$ cat config.mk
export PLATFORM = sky130hd
export DESIGN_NAME = timer_counter_core_flat
export DESIGN_NICKNAME = d
export VERILOG_FILES = /design/src/rtl/timer_pkg.sv /design/src/rtl/timer_counter_core_if.sv /design/src/rtl/timer_prescaler.sv /design/src/rtl/timer_counter_core.sv /design/src/flat_wrapper.sv
export SDC_FILE = /design/constraint.sdc
export NUM_CORES = 1
export LEC_CHECK = 0
export BUFFER_PORTS_ARGS = -buffer_cell sky130_fd_sc_hd__buf_2
export CAP_MARGIN = 20
export CORE_MARGIN = 2
export CORE_UTILIZATION = 53
export CTS_BUF_LIST = sky130_fd_sc_hd__clkbuf_2
export CTS_CLUSTER_SIZE = 40
export DETAILED_ROUTE_END_ITERATION = 8
export GPL_ROUTABILITY_DRIVEN = 1
export GPL_TIMING_DRIVEN = 0
export MAX_ROUTING_LAYER = met4
export PLACE_DENSITY = 0.89
export SETUP_SLACK_MARGIN = 0.02
export SYNTH_ARGS = -nofsm -noshare
export SYNTH_HDL_FRONTEND = slang
export SYNTH_SLANG_ARGS = --single-unit
$ cat constraint.sdc
create_clock -name pclk -period 2.9 [get_ports pclk]
set_clock_uncertainty 0.15 [all_clocks]
set_input_delay 0.29 -clock pclk [delete_from_list [all_inputs] [get_ports pclk]]
set_output_delay 0.29 -clock pclk [all_outputs]
set_load 0.01 [all_outputs]
$ cat src/rtl/timer_pkg.sv
// Shared constants for the 8-bit APB timer: prescale selects, TCR/TSR bit positions.
package timer_pkg;

    localparam int unsigned CKS_W = 2;

    localparam logic [CKS_W-1:0] CKS_DIV2  = 2'b00;
    localparam logic [CKS_W-1:0] CKS_DIV4  = 2'b01;
    localparam logic [CKS_W-1:0] CKS_DIV8  = 2'b10;
    localparam logic [CKS_W-1:0] CKS_DIV16 = 2'b11;

    localparam int unsigned TCR_LOAD    = 7;
    localparam int unsigned TCR_UPDN    = 5;
    localparam int unsigned TCR_EN      = 4;
    localparam int unsigned TCR_CKS_LSB = 0;

    localparam int unsigned TSR_OVF = 0;
    localparam int unsigned TSR_UDF = 1;

endpackage : timer_pkg

$ cat src/rtl/timer_counter_core_if.sv
// Register-file <-> counting-engine signal bundle.
interface timer_counter_core_if
    import timer_pkg::*;
#(
    parameter int unsigned WIDTH = 8
);
    logic [WIDTH-1:0] tdr;
    logic             load;
    logic             up_down;
    logic             en;
    logic [CKS_W-1:0] cks;
    logic [WIDTH-1:0] cnt;
    logic             ovf_set;
    logic             udf_set;

    modport master (
        output tdr, load, up_down, en, cks,
        input  cnt, ovf_set, udf_set
    );

    modport slave (
        input  tdr, load, up_down, en, cks,
        output cnt, ovf_set, udf_set
    );
endinterface : timer_counter_core_if

$ cat src/rtl/timer_prescaler.sv
// Free-running prescale counter; tick marks the last cycle of each /2../16 period.
module timer_prescaler
    import timer_pkg::*;
#(
    parameter int unsigned DIV_W = 4
) (
    input  logic             pclk,
    input  logic             presetn,
    input  logic             en,
    input  logic             clr,
    input  logic [CKS_W-1:0] cks,
    output logic             tick
);
    logic [DIV_W-1:0] div_cnt_q;
    logic [DIV_W-1:0] div_cnt_d;
    logic [DIV_W-1:0] mask_c;

    // Low (cks+1) bits select the division ratio.
    always_comb begin
        mask_c = '0;
        for (int i = 0; i < int'(DIV_W); i++) begin
            mask_c[i] = (i <= int'(cks));
        end
    end

    assign tick = ((div_cnt_q & mask_c) == mask_c);

    always_comb begin
        div_cnt_d = '0;
        if (en && !clr) begin
            div_cnt_d = div_cnt_q + DIV_W'(1);
        end
    end

    always_ff @(posedge pclk or negedge presetn) begin
        if (!presetn) begin
            div_cnt_q <= '0;
        end else begin
            div_cnt_q <= div_cnt_d;
        end
    end
endmodule : timer_prescaler

$ cat src/rtl/timer_counter_core.sv
// Counting engine of the APB timer: loadable prescaled up/down counter with wrap pulses.
module timer_counter_core
    import timer_pkg::*;
#(
    parameter int unsigned WIDTH = 8,
    parameter int unsigned DIV_W = 4
) (
    input  logic                 pclk,
    input  logic                 presetn,
    timer_counter_core_if.slave  bus
);
    logic [WIDTH-1:0] cnt_q;
    logic [WIDTH-1:0] cnt_d;
    logic             ovf_set_q;
    logic             ovf_set_d;
    logic             udf_set_q;
    logic             udf_set_d;
    logic             tick;

    timer_prescaler #(
        .DIV_W (DIV_W)
    ) u_prescaler (
        .pclk    (pclk),
        .presetn (presetn),
        .en      (bus.en),
        .clr     (bus.load),
        .cks     (bus.cks),
        .tick    (tick)
    );

    // Load beats counting; direction is sampled only on the tick cycle.
    always_comb begin
        cnt_d     = cnt_q;
        ovf_set_d = 1'b0;
        udf_set_d = 1'b0;
        if (bus.load) begin
            cnt_d = bus.tdr;
        end else if (bus.en && tick) begin
            if (!bus.up_down) begin
                cnt_d     = cnt_q + WIDTH'(1);
                ovf_set_d = (cnt_q == {WIDTH{1'b1}});
            end else begin
                cnt_d     = cnt_q - WIDTH'(1);
                udf_set_d = (cnt_q == '0);
            end
        end
    end

    always_ff @(posedge pclk or negedge presetn) begin
        if (!presetn) begin
            cnt_q     <= '0;
            ovf_set_q <= 1'b0;
            udf_set_q <= 1'b0;
        end else begin
            cnt_q     <= cnt_d;
            ovf_set_q <= ovf_set_d;
            udf_set_q <= udf_set_d;
        end
    end

    assign bus.cnt     = cnt_q;
    assign bus.ovf_set = ovf_set_q;
    assign bus.udf_set = udf_set_q;
endmodule : timer_counter_core

$ cat src/flat_wrapper.sv
// flat-port wrapper written by rule: the top's interface ports become plain ports
module timer_counter_core_flat import timer_pkg::*;
#(
    parameter int unsigned WIDTH = 8,
    parameter int unsigned DIV_W = 4
)
  (pclk, presetn, bus_tdr, bus_load, bus_up_down, bus_en, bus_cks, bus_cnt, bus_ovf_set, bus_udf_set);
  timer_counter_core_if #(.WIDTH(WIDTH)) bus_i ();
  input  logic pclk;
  input  logic presetn;
  input wire logic [$bits(bus_i.tdr)-1:0] bus_tdr;
  input wire logic [$bits(bus_i.load)-1:0] bus_load;
  input wire logic [$bits(bus_i.up_down)-1:0] bus_up_down;
  input wire logic [$bits(bus_i.en)-1:0] bus_en;
  input wire logic [$bits(bus_i.cks)-1:0] bus_cks;
  output wire logic [$bits(bus_i.cnt)-1:0] bus_cnt;
  output wire logic [$bits(bus_i.ovf_set)-1:0] bus_ovf_set;
  output wire logic [$bits(bus_i.udf_set)-1:0] bus_udf_set;
  assign bus_i.tdr = bus_tdr;
  assign bus_i.load = bus_load;
  assign bus_i.up_down = bus_up_down;
  assign bus_i.en = bus_en;
  assign bus_i.cks = bus_cks;
  assign bus_cnt = bus_i.cnt;
  assign bus_ovf_set = bus_i.ovf_set;
  assign bus_udf_set = bus_i.udf_set;
  timer_counter_core #(.WIDTH(WIDTH), .DIV_W(DIV_W)) u_core (.pclk(pclk), .presetn(presetn), .bus(bus_i));
endmodule
======== After elaboration in Yosys (flattened, before gate mapping) ========
Index checks and enable logic that the tools add are counted.
cells by class
  add/sub/neg operators ................... 3
  magnitude comparators ................... 3
  equal/unequal tests ..................... 2
  mux-type cells .......................... 10
  bitwise logic cells ..................... 1
  reductions and logical operators ........ 5
operators by type and width
  operator                                                              count
  8-bit two-way mux                                                     3
  8-bit by 1-bit adder with 8-bit output, second input constant         1
  8-bit equality test, second input constant                            1
  8-bit zero test                                                       1
  8-bit by 1-bit subtractor with 8-bit output, second input constant    1
  1-bit two-way mux                                                     6
  4-bit by 1-bit adder with 4-bit output, second input constant         1
  4-bit bitwise AND                                                     1
  4-bit equality test                                                   1
  2-bit <= comparator, first input constant                             2
  4-bit two-way mux                                                     1
  1-bit by 2-bit <= comparator with 1-bit output, first input constant  1
  1-bit logical AND                                                     2
  2-bit nonzero test                                                    1
  1-bit zero test                                                       1
word-level totals
  register bits after elaboration ......... 14
  output and inout bits ................... 10
  logic and storage cells ................. 28

======== Depth between registers and ports, before layout ========
Gate-level depths: netlist of run 1.
  word-level depth ........................ 6
  gate-level depth with buffers ........... 7
  mapped depth without buffers ............ 7

======== Modules after synthesis ========
From an unflattened synthesis of run 1, not the netlist that was laid out.
second synthesis, totals
  cells, all modules ...................... 113
  area total of the unflattened synthesis .. 968.4 um^2
by module, submodules not included
  module              times used  cells an instance  area each (um^2)  seq. area each (um^2)
  timer_counter_core  1           94                 783.3             250.2
  timer_prescaler     1           19                 185.2             100.1

======== Least setup slack after synthesis of run 1 ========
No wires, ideal clock.
  kind .................................... reg-to-reg
  start point ............................. reg u_core.cnt_q[1], in the netlist u_core.bus.cnt[1]
  end point ............................... reg u_core.cnt_q[7], in the netlist u_core.bus.cnt[7]
  setup time .............................. 0.082 ns
  arrival ................................. 1.884 ns
  required time ........................... 2.668 ns
  slack ................................... 0.784 ns
  cell stages (with the launch flop) ...... 7
  path buffers ............................ 0
  period minus slack after synthesis ...... 2.116 ns
  path through ............................ dfrtp_1 > ha_1 > a211oi_2 > nor3_1 > o31a_1 > or4_1 > a31oi_1
between the ends
  word-level cells in the longest chain between the ends .. 4
RTL lines
  what                                                                                                          RTL line                                            source
  start, declared                                                                                               timer_counter_core.sv:12                            logic [WIDTH-1:0] cnt_q;
  start signal, assigned                                                                                        timer_counter_core.sv:55                            cnt_q <= cnt_d;
  8-bit by 1-bit adder with 8-bit output / 8-bit by 1-bit subtractor with 8-bit output (equally long branches)  timer_counter_core.sv:40, timer_counter_core.sv:43
  8-bit two-way mux (*)                                                                                         timer_counter_core.sv:39                            if (!bus.up_down) begin
  8-bit two-way mux (*)                                                                                         timer_counter_core.sv:38                            end else if (bus.en && tick) begin
  8-bit two-way mux (*)                                                                                         timer_counter_core.sv:36                            if (bus.load) begin
Every way passes the cells marked *; elsewhere a longest branch is shown, timed or not. The select of a mux whose other input is x is not followed.
A chain may end at the register's enable or synchronous reset.

======== Final worst setup path of run 1 ========
Ends and elaborated chain as after synthesis.

==> results of run 1 <==
-- layer usage --
metal,track usage,wire length [um],vias up
met3,0.0754,156,8
li1,-,-,420
met1,0.292,921,444
met2,0.419,1180,46
met4,0.0343,59,0
met5,-,0,-
-- cell usage in the layout (no fill, tap or decap), drive strengths merged, types with 2 or more instances in the layout --
cell type / count
a2bb2oi: 2
mux2i: 2
clkbuf: 4
nand4b: 2
nor4: 2
o21ai: 8
xnor2: 4
o31a: 2
a31oi: 2
nand2: 8
nor2: 6
xor2: 2
nand4: 2
nor2b: 2
nor3: 4
dfrtp: 14
ha: 7
a21o: 2
inv: 6
a21oi: 4
buf: 25
nand3: 2
-- kinds of logic (layout without fill, tap and decap cells) --
logic type,count (synthesis),in the layout,synth area share
AND/OR/NAND/NOR,33,33,0.184
AO/OA/AOI/OAI,27,27,0.201
flip-flops,14,14,0.376
adder cells (fa/ha/maj),8,8,0.115
buffers and inverters,8,36,0.0335
XOR/XNOR,6,6,0.0564
multiplexers,3,3,0.0336
-- what timing repair did --
item | CTS | global route
gates resized for setup | 0 | 0
hold endpoints to repair | 14 | 0
hold buffers | 1 | 0
-- layout make-up --
class | count | area share
Sequential cell | 14 | 0.319
Timing Repair Buffer | 25 | 0.118
Clock buffer | 3 | 0.0137
Buffer | 2 | 0.00797
Tap cell | 17 | 0.0194
Multi-Input combinational cell | 77 | 0.501
Inverter | 6 | 0.0205
-- cell usage after synthesis, drive strengths merged --
cell type,count
dfrtp,14
xnor2,4
a21o,2
nand3,2
nand2,8
nor4,2
clkbuf,1
nand4b,2
xor2,2
nor2,6
mux2,1
o21ai,8
o21a,1
buf,1
or4,1
nor3b,1
a2111o,1
a221o,1
ha,7
fa,1
inv,6
nand4,2
and3,1
a2bb2oi,2
a211oi,1
a211o,1
and2,1
o31a,2
o31ai,1
nor3,4
o211ai,1
a21oi,4
nand2b,1
mux2i,2
nor2b,2
a31oi,2
-- registers in the layout, summed over array words and instances (netlist names) --
name / count
u_core.u_prescaler.div_cnt_q: 4
u_core.bus.ovf_set: 1
u_core.bus.cnt: 8
u_core.bus.udf_set: 1
-- per-stage QoR --
| step | power (W) | hold WS, ps | worst slack, ps | std cells |
|---|---|---|---|---|
| 2_1_floorplan | 0.000315 | -156 | 784 | 99 |
| 3_3_place_gp | 0.000356 | 44.9 | 683 | 140 |
| 3_5_place_dp | 0.000366 | 57.2 | 621 | 140 |
| 4_1_cts | 0.000456 | 61.6 | 598 | 144 |
| 5_1_grt | 0.000483 | 60.1 | 537 | 144 |
| 6_report | 0.000459 | 49.4 | 563 | 144 |
-- worst min-delay path, delay by kind of cell --
family / cells / cell delay, ps
and+or+nand+nor: 1 / 40
buffers and inverters: 1 / 80
AOI/OAI and AO/OA: 1 / 50
-- final timing paths --
kind | to | start | cells after the start | slack [ps]
worst max-delay path | u_core.bus.cnt[7]$_DFFE_PN0P_ | u_core.bus.cnt[1]$_DFFE_PN0P_ | 6 | 560
worst min-delay path | u_core.bus.cnt[5]$_DFFE_PN0P_ | bus_tdr[5] | 3 | 50
worst max register to register | u_core.bus.cnt[7]$_DFFE_PN0P_ | u_core.bus.cnt[1]$_DFFE_PN0P_ | 6 | 560
worst min register to register | u_core.u_prescaler.div_cnt_q[0]$_DFF_PN0_ | u_core.u_prescaler.div_cnt_q[0]$_DFF_PN0_ | 1 | 380
max in group asynchronous | u_core.u_prescaler.div_cnt_q[3]$_DFF_PN0_ | presetn | 2 | 2100
min in group asynchronous | u_core.bus.cnt[4]$_DFFE_PN0P_ | presetn | 2 | 240
-- power groups by stage --
stage / combinational, W / sequential [W] / clock [W]
floorplan: 0.0000852 / 0.000230 / 0
global placement: 0.000129 / 0.000227 / 0
detailed placement: 0.000138 / 0.000228 / 0
CTS: 0.000140 / 0.000224 / 0.0000925
global route: 0.000155 / 0.000227 / 0.000101
finish: 0.000140 / 0.000225 / 0.0000939
==> qor.yml, run 1 <==
outcome: "finished clean"
cp.required_ps: 2980
slowest_stage: "dfrtp_1"
wl_per_cell_um: 16.1
avgSynthCellArea_um2: 9.42
final_area_um2: 1100
antenna_cells: 0
grt_pass1_wl_um: 3590
vias: 918
gp_congestion: 0.856
cts_tree: "built"
layout_min_cycle_time_ps: 2340
start_util: 0.552
grt_max_degree: 15
final.fill_count: 128
ys_ff_latch: 14
syn_inst: 99
hold_path_class: "input pin to flip-flop"
end_kind: "flip-flop"
drc_errors: 0
max_stage_delay_ps: 460
place_area_um2: 1070
p_sw_w: 0.000161
tns_ps: 0
htree_levels: 1
synth_nets: 122
cts_buffers: 3
cap_viol_max_count: 0
slew_violations: 0
layout-drive-gt1-share: 0.236
path_delay_family: "compound AO/OA/AOI/OAI gates"
ant_nets: 0
register_area_um2: 350
grt_antenna_before_repair: 0
cts-root-buf: "clkbuf_2"
p_comb_frac: 0.305
critPathLaunchType: "flip-flop"
port-buffer-count: 24
fin_util: 0.650
globalRouteOverflowTotal: 0
synth.area.top_cells: "dfrtp_1 (38%), ha_1 (9.4%), o21ai_0 (4.3%)"
design.core.area_um2: 1690
drt_wl_total_um: 2320
clk_pin_slew_worst_paths_ps: 150
drtIter0Drc: 22
clk_latency_ps: 290
clock_sinks: 14
die_x_um: 45.9
powerDensity_nw_per_um2: 418
p_sw_frac: 0.350
critPathKind: "flip-flop to flip-flop"
area_growth_pct: 17.9
rsz0062_at_grt: "no"
ir_drop_v: 0.000323
clkPwrFrac: 0.205
slew_headroom: 0.748
min_period_over_period: 0.806
post_drt_via_cell_ratio: 6.38
yosys.area.top_type: "dfrtp_1"
arrival_ps: 2410
multiInputGateArea_um2: 551
worstMarginPinSlew_ps: 374
yosysSeqAreaShare: 0.376
grt_use_total: 0.247
ys_types: 36
p_leak_nw: 0.533
ys.warnings.count: 0
sequentialPowerShare: 0.490
cts_setup_buffers: 0
fp-row-count: 15
yosys.area.top_type_share: 0.376
fmax_ghz: 0.428
setup_viol: 0
final_nets: 152
first_global_vias: 817
cp.buffers_inverters: 0
firstDrtPassIters: 4
cts_max_path_buffers: 2
die_area_um2: 2110
syn_area_um2: 932
power.internal_w: 0.000298
crit_chain: "ha_1 > a211oi_2 > nor3_1 > o31a_1 > or4_1 > a31oi_1"
die_h_um: 45.9
hold_violations: 0
ios: 25
dpl.hpwl_um: 1740
crit_fanout: 5
No activity file was read; power rests on OpenSTA's default activity.
==> inputs of run 2 (changes only) <==
- CORE_UTILIZATION: 53 -> 48
- PLACE_DENSITY: 0.89 -> 0.86
- clock period: 2.9 -> 1.9 ns (I/O delays scaled with it)
==> run 2 against run 1 <==
Compared with the run above:
- the run now ends with setup timing left
- global-route usage fell by 0.46 points
- combinational power rose by 110%
- register-to-register slack got worse by 740 ps
- cell count rose by 17%
- power rose by 74%
- clock-buffer cell count rose by 1
- utilization rose by 10 points
- sequential share of layout area fell by 5.4 points
- die area rose by 9.5%
- design area rose by 22%
- routed wire length rose by 2.8%
- critical path type unchanged
- highest routed layer unchanged
==> qor.yml, run 2 (synthesis results as in run 1) <==
outcome: "finished with violations"
violations: "setup timing"
dpl.hpwl_um: 1610
grt_max_degree: 15
ios: 25
worstMarginPinSlew_ps: 401
cp.buffers_inverters: 0
p_leak_nw: 0.607
post_drt_via_cell_ratio: 5.45
slew_violations: 0
final.fill_count: 131
crit_chain: "ha_4 > o211ai_1 > nor3_2 > o31a_1 > or4_1 > a31oi_1"
drc_errors: 0
slew_headroom: 0.733
cp.required_ps: 1960
rsz0062_at_grt: "yes"
layout_min_cycle_time_ps: 2080
vias: 921
tns_ps: -247
max_stage_delay_ps: 460
grt_use_total: 0.242
multiInputGateArea_um2: 638
layout-drive-gt1-share: 0.396
fp-row-count: 15
grt_antenna_before_repair: 0
largest_reg_flops: 8
cts_max_path_buffers: 2
grt_pass1_wl_um: 3730
htree_levels: 1
ff2ff_path_depth: 6
drt_wl_total_um: 2380
path_depth: 6
dp_cells: 148
first_global_vias: 880
hold_path_class: "input pin to flip-flop"
port-buffer-count: 24
fmax_ghz: 0.481
final_area_um2: 1350
cap_viol_max_count: 0
start_util: 0.523
die_h_um: 48.1
drtIter0Drc: 15
area_growth_pct: 44.3
crit_fanout: 4
hold_violations: 0
wl_per_cell_um: 14.1
setup_viol: 2
antenna_cells: 0
clock_sinks: 14
cts-root-buf: "clkbuf_2"
cts_tree: "built"
final_common_cell: "buf_2"
end_kind: "flip-flop"
design.core.area_um2: 1780
die_x_um: 48.1
globalRouteOverflowTotal: 0
clk_latency_ps: 280
fin_util: 0.754
layoutNonFillerInstCount: 169
min_period_over_period: 1.09
holdWs_ps: 38.2
critPathKind: "flip-flop to flip-flop"
powerDensity_nw_per_um2: 594
holdPathStages: 2
ir_drop_v: 0.000614
die_area_um2: 2310
cts_buffers: 3
slowest_stage: "dfrtp_2"
clk_pin_slew_worst_paths_ps: 150
final_cell_mix: "buf_2 (25), buf_4 (9), dfrtp_1 (9)"
path_delay_family: "compound AO/OA/AOI/OAI gates"
place_area_um2: 1160
register_area_um2: 357
arrival_ps: 2140
gp_congestion: 0.850
setup_slack_ps: -180
ant_nets: 0
critPathLaunchType: "flip-flop"
firstDrtPassIters: 4
final_nets: 168
-- run 2: layout make-up --
class                           instances  area share
Buffer                                  2     0.00651
Clock buffer                            4      0.0149
Inverter                                6      0.0167
Multi-Input combinational cell         77       0.474
Sequential cell                        14       0.265
Tap cell                               25      0.0233
Timing Repair Buffer                   41       0.199
-- run 2: worst paths after layout --
path                                                      startpoint                                   endpoint  slack (ps)
min                                                           bus_en  u_core.u_prescaler.div_cnt_q[1]$_DFF_PN0_          40
max                                    u_core.bus.cnt[2]$_DFFE_PN0P_              u_core.bus.cnt[7]$_DFFE_PN0P_        -180
max reg2reg                            u_core.bus.cnt[2]$_DFFE_PN0P_              u_core.bus.cnt[7]$_DFFE_PN0P_        -180
min in group asynchronous                                    presetn               u_core.bus.udf_set$_DFF_PN0_         160
min reg2reg                u_core.u_prescaler.div_cnt_q[0]$_DFF_PN0_  u_core.u_prescaler.div_cnt_q[0]$_DFF_PN0_         360
max in group asynchronous                                    presetn              u_core.bus.cnt[4]$_DFFE_PN0P_        1170
-- run 2: what timing repair did --
action / in CTS / in global routing
pin swaps: 2 / 4
setup buffers: 5 / 4
hold endpoints to repair: 21 / 0
setup endpoints to repair: 2 / 3
hold buffers: 8 / 0
gates resized for setup: 2 / 5
-- run 2: power breakdown --
group / switching, W / internal, W
logic: 0.000141 / 0.000159
clock network: 0.0000997 / 0.0000558
registers: 0.0000252 / 0.000318
total: 0.000266 / 0.000533
-- run 2: metrics by stage --
step	power, W	setup WS (ps)
3_3_place_gp	0.000576	-215
2_1_floorplan	0.000507	-22.5
6_report	0.000799	-180
4_1_cts	0.000777	-120
5_1_grt	0.000847	-273
3_5_place_dp	0.000587	-254
-- run 2: per-layer routing --
metal / track usage / wire [um]
met3: 0.0566 / 126
met1: 0.293 / 1050
met4: 0.0162 / 6
met5: - / 0
met2: 0.427 / 1200
-- run 2: worst register-to-register path, stage by stage (launching register included) --
cell      delay, ps
dfrtp_2         460
ha_4            240
o211ai_1        270
nor3_2           80
o31a_1          250
or4_1           410
a31oi_1         150
==> inputs of run 3 (changes only) <==
- HOLD_SLACK_MARGIN: not set -> 0.02
- SETUP_SLACK_MARGIN: 0.02 -> not set
==> run 3 against run 2 <==
Compared with the run above:
- the run still ends with setup timing left
- clock-buffer cell count unchanged
- via count unchanged
- non-clock buffer count unchanged
- fmax unchanged
- largest cell class unchanged
- critical path depth unchanged
- critical endpoint unchanged
- first-iteration DRC count unchanged
- sequential cell count unchanged
- sequential power about the same
- critical path type unchanged
- hold slack unchanged
- worst setup slack unchanged
- routed wire length unchanged
- largest power group unchanged
==> qor.yml, run 3 (synthesis results as in run 1) <==
port-buffer-count: 24
clk_latency_ps: 280
cts_buffers: 3
start_util: 0.523
cap_viol_max_count: 0
worstMarginPinSlew_ps: 401
p_sw_frac: 0.333
cp.buffers_inverters: 0
ant_nets: 0
holdWs_ps: 38.2
slew_violations: 0
power.internal_w: 0.000533
end_kind: "flip-flop"
wl_per_cell_um: 14.1
globalRouteOverflowTotal: 0
grt_pass1_wl_um: 3730
post_drt_via_cell_ratio: 5.45
grt_antenna_before_repair: 0
fmax_ghz: 0.481
setup_viol: 2
cts-root-buf: "clkbuf_2"
largest_reg_flops: 8
final_common_cell: "buf_2"
drc_errors: 0
clock_sinks: 14
path_delay_family: "compound AO/OA/AOI/OAI gates"
design.core.area_um2: 1780
first_global_vias: 880
cts_tree: "built"
min_period_over_period: 1.09
dpl.hpwl_um: 1610
sequentialPowerShare: 0.430
clk_pin_slew_worst_paths_ps: 150
final_nets: 168
hold_violations: 0
crit_chain: "ha_4 > o211ai_1 > nor3_2 > o31a_1 > or4_1 > a31oi_1"
slew_headroom: 0.733
critPathKind: "flip-flop to flip-flop"
cts_max_path_buffers: 2
setup_slack_ps: -180
fp-row-count: 15
critPathLaunchType: "flip-flop"
clkPwrFrac: 0.195
grt_max_degree: 15
outcome: "finished with violations"
die_area_um2: 2310
crit_fanout: 4
rsz0062_at_grt: "yes"
firstDrtPassIters: 4
p_leak_nw: 0.607
layout_min_cycle_time_ps: 2080
final.fill_count: 131
max_stage_delay_ps: 460
layout-drive-gt1-share: 0.396
area_growth_pct: 44.3
hold_path_class: "input pin to flip-flop"
p_sw_w: 0.000266
die_h_um: 48.1
htree_levels: 1
final_cell_mix: "buf_2 (25), buf_4 (9), dfrtp_1 (9)"
ir_drop_v: 0.000614
antenna_cells: 0
slowest_stage: "dfrtp_2"
p_comb_frac: 0.375
arrival_ps: 2140
powerDensity_nw_per_um2: 594
cp.required_ps: 1960
grt_use_total: 0.242
drt_wl_total_um: 2380
ios: 25
gp_congestion: 0.850
die_x_um: 48.1
violations: "setup timing"
drtIter0Drc: 15
totalPowerFinal_w: 0.000799
vias: 921
==> run 3: cell counts in the layout (fill, tap and decap cells not counted) <==
No cell type changed its count.
==> run 3: area by class of cell <==
class                   count  area [um^2]  area share
multi-input cells          77          638       0.474
flip-flops and latches     14          357       0.265
inverters                   6         22.5      0.0167
plain buffers               2         8.76     0.00651
clock buffers               4         20.0      0.0149
well taps                  25         31.3      0.0233
repair buffers             41          268       0.199
==> run 3: stage by stage <==
stage	setup slack (ps)	utilization	instance area [um^2]	std cells	TNS, ps
global route	-273	0.754	1350	169	-492
global placement	-215	0.652	1160	148	-405
CTS	-120	0.735	1310	165	-218
floorplan	-22.5	-	1010	99	-30.7
detailed placement	-254	0.652	1160	148	-512
finish	-180	0.754	1350	169	-247
==> run 3: worst register-to-register path, stage by stage, from the launching register on <==
cell	delay, ps
dfrtp_2	460
ha_4	240
o211ai_1	270
nor3_2	80
o31a_1	250
or4_1	410
a31oi_1	150
==> run 3: power by group through the flow <==
stage / registers [W] / clock network (W) / logic [W]
after floorplan: 0.000357 / 0 / 0.000150
after global placement: 0.000353 / 0 / 0.000224
after detailed placement: 0.000354 / 0 / 0.000232
after CTS: 0.000343 / 0.000158 / 0.000276
after global routing: 0.000346 / 0.000168 / 0.000332
final: 0.000344 / 0.000155 / 0.000300
==> run 3: timing repair <==
action,4_1_cts,5_1_grt
cloned,0,0
setup endpoints to repair,2,3
pin swaps,2,4
buffers inserted,5,4
resized for setup,2,5
hold buffers,8,0
hold endpoints to repair,21,0
==> run 3: worst paths after layout <==
kind | startpoint | endpoint | slack [ps] | cells past startpoint
max reg2reg | u_core.bus.cnt[2]$_DFFE_PN0P_ | u_core.bus.cnt[7]$_DFFE_PN0P_ | -180 | 6
min in group asynchronous | presetn | u_core.bus.udf_set$_DFF_PN0_ | 160 | 2
max in group asynchronous | presetn | u_core.bus.cnt[4]$_DFFE_PN0P_ | 1170 | 2
min reg2reg | u_core.u_prescaler.div_cnt_q[0]$_DFF_PN0_ | u_core.u_prescaler.div_cnt_q[0]$_DFF_PN0_ | 360 | 1
min | bus_en | u_core.u_prescaler.div_cnt_q[1]$_DFF_PN0_ | 40 | 2
max | u_core.bus.cnt[2]$_DFFE_PN0P_ | u_core.bus.cnt[7]$_DFFE_PN0P_ | -180 | 6
==> run 3: routing by layer <==
metal  part of all wire  up-vias  global-route usage
met5                  0        -                   -
met4             0.0025        0              0.0162
met3              0.053        2              0.0566
met2               0.50       27               0.427
met1               0.44      436               0.293
li1                   -      456                   -
